===== src/rtl/imm_decode_ctrl.sv =====
// imm_decode_ctrl: decode-stage sequencer for the immediate generator.
// Classifies the opcode, steers instr_i into the external `extend` block,
// forms U-type immediates locally and registers the result toward execute.
// Build option: define IMM_DECODE_SKID_EN to add a skid register and a
// registered instr_ready_o. Without it, the block holds a single output entry.
module imm_decode_ctrl #(
    parameter int unsigned XLEN = 32
) (
    input  logic            clk_i,
    input  logic            rst_ni,
    input  logic            flush_i,
    input  logic            instr_valid_i,
    output logic            instr_ready_o,
    input  logic [XLEN-1:0] instr_i,
    output logic [1:0]      ext_imm_src_o,
    output logic [24:0]     ext_instr_o,
    input  logic [XLEN-1:0] ext_imm_i,
    output logic            imm_valid_o,
    input  logic            imm_ready_i,
    output logic [XLEN-1:0] imm_o,
    output logic [2:0]      imm_type_o,
    output logic            illegal_o
);

    localparam logic [2:0] TYPE_NONE = 3'd0;
    localparam logic [2:0] TYPE_I    = 3'd1;
    localparam logic [2:0] TYPE_S    = 3'd2;
    localparam logic [2:0] TYPE_B    = 3'd3;
    localparam logic [2:0] TYPE_J    = 3'd4;
    localparam logic [2:0] TYPE_U    = 3'd5;

    logic [2:0]      cls_type;
    logic            new_ill;
    logic [2:0]      new_type;
    logic [XLEN-1:0] new_imm;
    logic            accept;
    logic            retire;

    logic            out_valid_q, out_valid_d;
    logic [XLEN-1:0] out_imm_q,   out_imm_d;
    logic [2:0]      out_type_q,  out_type_d;
    logic            out_ill_q,   out_ill_d;

    assign ext_instr_o = instr_i[31:7];
    assign imm_valid_o = out_valid_q;
    assign imm_o       = out_imm_q;
    assign imm_type_o  = out_type_q;
    assign illegal_o   = out_ill_q;

    // Opcode classification, extend steering and captured entry payload
    always_comb begin
        cls_type      = TYPE_NONE;
        ext_imm_src_o = 2'b00;
        case (instr_i[6:0])
            7'b0000011, 7'b0000111, 7'b0010011,
            7'b1100111, 7'b1110011: begin
                cls_type      = TYPE_I;
                ext_imm_src_o = 2'b00;
            end
            7'b0100011, 7'b0100111: begin
                cls_type      = TYPE_S;
                ext_imm_src_o = 2'b01;
            end
            7'b1100011: begin
                cls_type      = TYPE_B;
                ext_imm_src_o = 2'b10;
            end
            7'b1101111: begin
                cls_type      = TYPE_J;
                ext_imm_src_o = 2'b11;
            end
            7'b0110111, 7'b0010111: begin
                cls_type      = TYPE_U;
                ext_imm_src_o = 2'b00;
            end
            default: begin
                cls_type      = TYPE_NONE;
                ext_imm_src_o = 2'b00;
            end
        endcase

        new_ill  = (instr_i[1:0] != 2'b11);
        new_type = new_ill ? TYPE_NONE : cls_type;

        case (new_type)
            TYPE_I, TYPE_S, TYPE_B, TYPE_J: new_imm = ext_imm_i;
            TYPE_U:                         new_imm = {instr_i[31:12], 12'b0};
            default:                        new_imm = '0;
        endcase
    end

    assign retire = out_valid_q && imm_ready_i;
    assign accept = instr_valid_i && instr_ready_o;

`ifdef IMM_DECODE_SKID_EN

    logic            skid_valid_q, skid_valid_d;
    logic [XLEN-1:0] skid_imm_q,   skid_imm_d;
    logic [2:0]      skid_type_q,  skid_type_d;
    logic            skid_ill_q,   skid_ill_d;
    logic            ready_q,      ready_d;

    assign instr_ready_o = ready_q;

    // Next-state for output and skid registers; ready tracks "skid empty"
    always_comb begin
        out_valid_d  = out_valid_q;
        out_imm_d    = out_imm_q;
        out_type_d   = out_type_q;
        out_ill_d    = out_ill_q;
        skid_valid_d = skid_valid_q;
        skid_imm_d   = skid_imm_q;
        skid_type_d  = skid_type_q;
        skid_ill_d   = skid_ill_q;

        if (flush_i) begin
            out_valid_d  = 1'b0;
            skid_valid_d = 1'b0;
        end else if (retire && skid_valid_q) begin
            // Skid full means ready was low, so no accept this cycle
            out_valid_d  = 1'b1;
            out_imm_d    = skid_imm_q;
            out_type_d   = skid_type_q;
            out_ill_d    = skid_ill_q;
            skid_valid_d = 1'b0;
        end else if (accept && (!out_valid_q || retire)) begin
            out_valid_d = 1'b1;
            out_imm_d   = new_imm;
            out_type_d  = new_type;
            out_ill_d   = new_ill;
        end else if (accept) begin
            skid_valid_d = 1'b1;
            skid_imm_d   = new_imm;
            skid_type_d  = new_type;
            skid_ill_d   = new_ill;
        end else if (retire) begin
            out_valid_d = 1'b0;
        end

        ready_d = !skid_valid_d;
    end

    // State registers with synchronous active-low reset
    always_ff @(posedge clk_i) begin
        if (!rst_ni) begin
            out_valid_q  <= 1'b0;
            out_imm_q    <= '0;
            out_type_q   <= TYPE_NONE;
            out_ill_q    <= 1'b0;
            skid_valid_q <= 1'b0;
            skid_imm_q   <= '0;
            skid_type_q  <= TYPE_NONE;
            skid_ill_q   <= 1'b0;
            ready_q      <= 1'b1;
        end else begin
            out_valid_q  <= out_valid_d;
            out_imm_q    <= out_imm_d;
            out_type_q   <= out_type_d;
            out_ill_q    <= out_ill_d;
            skid_valid_q <= skid_valid_d;
            skid_imm_q   <= skid_imm_d;
            skid_type_q  <= skid_type_d;
            skid_ill_q   <= skid_ill_d;
            ready_q      <= ready_d;
        end
    end

`else

    assign instr_ready_o = !out_valid_q || imm_ready_i;

    // Next-state for the single output register
    always_comb begin
        out_valid_d = out_valid_q;
        out_imm_d   = out_imm_q;
        out_type_d  = out_type_q;
        out_ill_d   = out_ill_q;

        if (flush_i) begin
            out_valid_d = 1'b0;
        end else if (accept) begin
            out_valid_d = 1'b1;
            out_imm_d   = new_imm;
            out_type_d  = new_type;
            out_ill_d   = new_ill;
        end else if (retire) begin
            out_valid_d = 1'b0;
        end
    end

    // State registers with synchronous active-low reset
    always_ff @(posedge clk_i) begin
        if (!rst_ni) begin
            out_valid_q <= 1'b0;
            out_imm_q   <= '0;
            out_type_q  <= TYPE_NONE;
            out_ill_q   <= 1'b0;
        end else begin
            out_valid_q <= out_valid_d;
            out_imm_q   <= out_imm_d;
            out_type_q  <= out_type_d;
            out_ill_q   <= out_ill_d;
        end
    end

`endif

endmodule


===== config.mk =====
export PLATFORM = sky130hd
export DESIGN_NAME = imm_decode_ctrl
export DESIGN_NICKNAME = d
export VERILOG_FILES = /design/src/rtl/imm_decode_ctrl.sv
export SDC_FILE = /design/constraint.sdc
export NUM_CORES = 1
export LEC_CHECK = 0
export ABC_CLOCK_PERIOD_IN_PS = 3550
export BUFFER_PORTS_ARGS = -buffer_cell sky130_fd_sc_hd__buf_4
export CAP_MARGIN = 0
export CELL_PAD_IN_SITES_DETAIL_PLACEMENT = 2
export CELL_PAD_IN_SITES_GLOBAL_PLACEMENT = 2
export CORE_MARGIN = 4
export CORE_UTILIZATION = 23
export DETAILED_ROUTE_END_ITERATION = 8
export MAX_ROUTING_LAYER = met4
export PLACE_DENSITY = 0.83
export SETUP_SLACK_MARGIN = 0.3
export SKIP_LAST_GASP = 1
export SLEW_MARGIN = 15
export SYNTH_ARGS = -nofsm -noshare
export SYNTH_HDL_FRONTEND = slang
export SYNTH_SLANG_ARGS = --single-unit
export TNS_END_PERCENT = 30

===== constraint.sdc =====
create_clock -name clk_i -period 3.55 [get_ports clk_i]
set_clock_uncertainty 0.15 [all_clocks]
set_input_delay 0.71 -clock clk_i [delete_from_list [all_inputs] [get_ports clk_i]]
set_output_delay 0.71 -clock clk_i [all_outputs]
set_load 0.05 [all_outputs]

**Yosys cells after proc, flatten, opt, wreduce, memory -nomap -nowiden**

Index checks and enable logic that the tools add are counted.

- Add/subtract/negate cells: 0
- $mul: 0
- Div/mod/pow operators: 0
- Magnitude comparators: 0
- Equal/unequal tests: 17
- Shift operators: 0
- Muxes and demuxes: 6
- Bitwise gates (word level): 2
- Reduce and logical (&&, ||, !) cells: 11

Operator list:

| kind | count |
|---|---|
| $pmux 32 s2 | 1 |
| $eq 7x7->1 const B | 4 |
| $eq 7x6->1 const B | 3 |
| $pmux 3 s5 | 1 |
| $eq 7x5->1 const B | 2 |
| $eq 7x2->1 const B | 1 |
| $eq 7x3->1 const B | 1 |
| $eq 3x2->1 const B | 2 |
| $eq 3x3->1 const B | 2 |
| $pmux 2 s3 | 1 |
| $reduce_or 2->1 | 3 |
| $reduce_or 5->1 | 1 |
| $reduce_or 4->1 | 1 |
| $eq 3x1->1 const B | 1 |
| $mux 3 | 1 |
| $logic_and 1x1->1 | 2 |
| $mux 1 | 2 |
| $ne 2x2->1 const B | 1 |
| $not 1->1 | 2 |
| $reduce_and 2->1 | 1 |
| $reduce_bool 2->1 | 1 |
| $logic_not 1->1 | 1 |
| $logic_or 1x1->1 | 1 |

- Register bits: 37
- Latch bits: 0
- RAM bits: 0
- ROM bits: 0
- Bits of input ports: 69
- Output and inout port bits: 65
- Word-level logic and storage cells: 40
- Memories: 0

**Longest topological paths before layout**

- Depth after elaboration: 7
- Gate-level depth with buffers: 6

**Worst setup path after synthesis**

Ideal clock, no wire load.

- Path type: input to output
- Start: input port instr_i[1]
- End: output port ext_imm_src_o[1]
- Arrival time: 1.672 ns
- Setup slack: 1.018 ns
- Stages: 4
- Cell sequence: and2_1 -> clkbuf_1 -> and3b_1 -> and3_1

- Word-level cells in the longest chain between the ends: 3

Ends and longest elaborated chain:

| what | line | RTL |
|---|---|---|
| from (decl) | 14 | `input logic [XLEN-1:0] instr_i,` |
| $eq 7x6->1 | 54 | `case (instr_i[6:0])` |
| $reduce_or 2->1 | 54 |  |
| $pmux 2 s3 (*) | 54 |  |
| to (decl) | 15 | `output logic [1:0] ext_imm_src_o,` |

Every way passes the cells marked *; elsewhere a longest branch is shown, timed or not.

**Worst setup path after layout**

Same ends and word-level chain as after synthesis.

==> results.md <==
* Chip height at 101 um
* Global-route wire length before repair at 12,300 um
* Slew Viols, Final at 0
* Post-synth top area cell: dfxtp_1
* Via count at 2,151
* Total global-route track usage at 0.154
* FF-to-FF setup slack at 1.59 ns
* Core area at 8300 um^2
* Metal2 WL at 4090 um
* CP dominant cell by count: buf_4
* Clock Pin Slew Worst Setup and Hold Paths at 0.08 ns
* Outcome: completed
* Clock Path Buffers at 2
* Pwr Total at 1.14 mW
* Rows at 33
* Largest cells by area after synthesis: dfxtp_1, buf_4, o2111ai_1
* Initial drt markers at 53
* Drt wl/cell at 18.5 um
* Vias per cell at 5.13
* Die footprint at 10,100 um^2
* RePlAce Congestion at 0.675
* Worst VDD drop at 0.000145 V
* Max-slew headroom at 0.424
* # fillers at 946
* Data arrival time of the worst path at 1.53 ns
* Setup CP Type: primary input to output pin
* Unrepaired setup endpoints after global routing: false
* Antenna violations before repair at 0
* Slew @ Worst Pin at 0.860 ns
* Slowest stage delay, CP at 0.19 ns
* Distinct cells, synth at 30
* Crit path depth at 5
* Pwr Density at 393 nW/um^2
* Initial Util at 0.238
* CTS tree: yes
* CTS Sinks at 37
* # Max-Cap Violations at 0
* Setup repair bufs after CTS at 0
* Setup crit start: instr_i[1]
* Antenna viol nets, final at 0
* Setup-violating endpoint count in the final report at 0
* Ys Warns at 0
* Crit-path cells: buf_4, and2_1, and3b_1, and3_1, buf_4
* Worst path slowest cell: and3b_1
* WL met1 at 3150 um
* Most instantiated cells after synthesis: dfxtp_1, buf_4, o21ai_0, a21oi_1, o2111ai_1
* FFs w/ async S/R, synth at 0
* Area Overhead vs Synth at 46.5%
* Most used flip-flop cell after synthesis: dfxtp_1
* Final core utilization at 0.349
* Avg Cell Area, Syn at 8.63 um^2
* Worst Setup End Kind: output pin
* Grt ovf at 0
* Crit path time final at 2.39 ns
* Top layer in use: met4
* N_diodes at 0
* Synth Register Bits at 37
* Pleak at 1.29 nW
* Mapped Cells at 229
* Net count, final at 382
* Synth top area share at 0.375
* Number of global-route vias before repair at 2,402
* Worst min path class: flip-flop to flip-flop
* Final hold viol count at 0
* Die X at 101 um
* Post-CTS sizing at 0
* Pin count of the biggest net entering global routing at 60
* Num ports at 134
* Synthesized-area fraction occupied by and/or/nand/nor cells at 0.115
* Cell family with most CP delay: simple AND/OR/NAND/NOR gates
* Met3 WL post-DR at 433 um
* Post-DP HPWL at 5650 um
* Worst path bufs/invs at 2
* Drt drc at 0
* Post-Syn Area at 1980 um^2
* Hold Slack at 0.327 ns
* Worst r2r src: imm_valid_o$_SDFFE_PP0P_
* Sequential fraction of the synthesis area at 0.375
* Detailed Route WL at 7740 um
* H-Tree Depth at 2
* Worst-Skew Late Latency at 0.28 ns
* Adder-cell area share of the yosys netlist at 0
* Crit-path max FO at 3
* Share of post-route cells with drive strength above 1 at 0.449
* TritonCTS Buffers at 5
* Path depth of the worst reg2reg path at 6
* Max Fclk at 418 MHz
* Root Driver: clkbuf_8
* Total Neg Setup Slack at 0 ns
* Pre-antenna DRT Iters at 4
* Mapped Nets at 298
* Compound-Gate Fraction of Synth Area at 0.341
* Combinational family with the most area after synthesis: compound AO/OA/AOI/OAI gates
* Cts hold-fix bufs at 0
* Most common cell in the netlist: dfxtp_1
* Critical Path Source Type: primary input
* Worst setup path end: ext_imm_src_o[1]
* CP required at 2.69 ns
* Fin crit share at 0.673
* Post-Synth XOR/XNOR Area at 0.0133
* Post-synth EDFFs at 0
* Reg2reg end: imm_o[7]$_SDFFE_PN0P_
* Post-synthesis mux area share at 0
* PortBufs at 123
==> tightest hold or removal path: cells and delay by family (launching register included) <==
kind	cells	cell delay [ns]
compound gates	1	0.06
flops	1	0.32
simple gates	1	0.05
==> cells by family after synthesis <==
logic type	after synthesis
AOI/OAI and AO/OA	101
xor gates and xnor gates	3
buffers and inverters	52
DFF	37
and+or+nand+nor	36
==> stage by stage <==
stage,setup WS [ns],cells,area (um^2)
3_5_place_dp,0.831,411,2780
4_1_cts,1.16,419,2890
6_report,1.16,419,2890
5_1_grt,1.04,419,2890
3_3_place_gp,0.990,411,2780
2_1_floorplan,1.02,229,1980
==> layout by cell type, fill, tap and decap left out <==
| master | netlist | layout |
|---|---|---|
| nand3b_1 | 1 | 1 |
| dfxtp_1 | 37 | 37 |
| a31o_2 | 2 | 2 |
| clkinvlp_4 | 0 | 1 |
| clkbuf_8 | 0 | 5 |
| o21ai_0 | 22 | 22 |
| and2_1 | 2 | 2 |
| nor2_1 | 3 | 3 |
| buf_4 | 26 | 128 |
| a21boi_0 | 2 | 2 |
| nand2_1 | 4 | 4 |
| a211oi_4 | 0 | 1 |
| nand4b_1 | 1 | 1 |
| a31o_1 | 10 | 10 |
| o2111ai_1 | 21 | 21 |
| nand3_1 | 3 | 3 |
| xnor2_1 | 2 | 2 |
| a21oi_1 | 21 | 21 |
| inv_1 | 1 | 1 |
| nor3_1 | 1 | 1 |
| o211a_1 | 1 | 1 |
| nor3b_1 | 2 | 2 |
| and3_1 | 14 | 14 |
| a21boi_1 | 1 | 1 |
| and3b_1 | 1 | 1 |
| nor2b_2 | 1 | 1 |
| bufinv_16 | 0 | 1 |
| xor2_1 | 1 | 1 |
| clkinv_4 | 0 | 1 |
| o22ai_1 | 20 | 20 |
| nor3b_4 | 0 | 1 |
| and4b_1 | 2 | 2 |
==> area by class of cell <==
| class | instances | area (um^2) | area share |
|---|---|---|---|
| Clock inverter | 3 | 46.3 | 0.0160 |
| Sequential cell | 37 | 741 | 0.256 |
| Inverter | 1 | 3.75 | 0.00130 |
| Multi-Input combinational cell | 140 | 942 | 0.326 |
| Tap cell | 105 | 131 | 0.0454 |
| Clock buffer | 5 | 68.8 | 0.0238 |
| Timing Repair Buffer | 128 | 961 | 0.332 |
==> routing by layer <==
layer	track usage	up-vias
met5	-	-
met4	0.0352	0
met3	0.0325	5
met2	0.284	67
met1	0.169	1068
li1	-	1011
==> sequential cells by signal, indices dropped and copies added (netlist names) <==
signal,count
imm_valid_o,1
imm_o,32
illegal_o,1
imm_type_o,3
==> worst min path at each step <==
stage                     cells after the start                  startpoint                    endpoint
final                                         2  imm_type_o[1]$_SDFFE_PN0P_  imm_type_o[1]$_SDFFE_PN0P_
after global routing                          2  imm_type_o[2]$_SDFFE_PN0P_  imm_type_o[2]$_SDFFE_PN0P_
after CTS                                     2  imm_type_o[1]$_SDFFE_PN0P_  imm_type_o[1]$_SDFFE_PN0P_
after detailed placement                      2  imm_type_o[2]$_SDFFE_PN0P_  imm_type_o[2]$_SDFFE_PN0P_
after global placement                        2  imm_type_o[2]$_SDFFE_PN0P_  imm_type_o[2]$_SDFFE_PN0P_
after floorplan                               2  imm_type_o[2]$_SDFFE_PN0P_  imm_type_o[2]$_SDFFE_PN0P_
==> power breakdown <==
group	switching [mW]	leakage (nW)	total (mW)	internal, mW
Clock	0.168	0.0543	0.379	0.210
Combinational	0.200	0.934	0.312	0.113
Sequential	0.0134	0.302	0.446	0.433
Note: power is estimated with default switching activity, not from simulation.
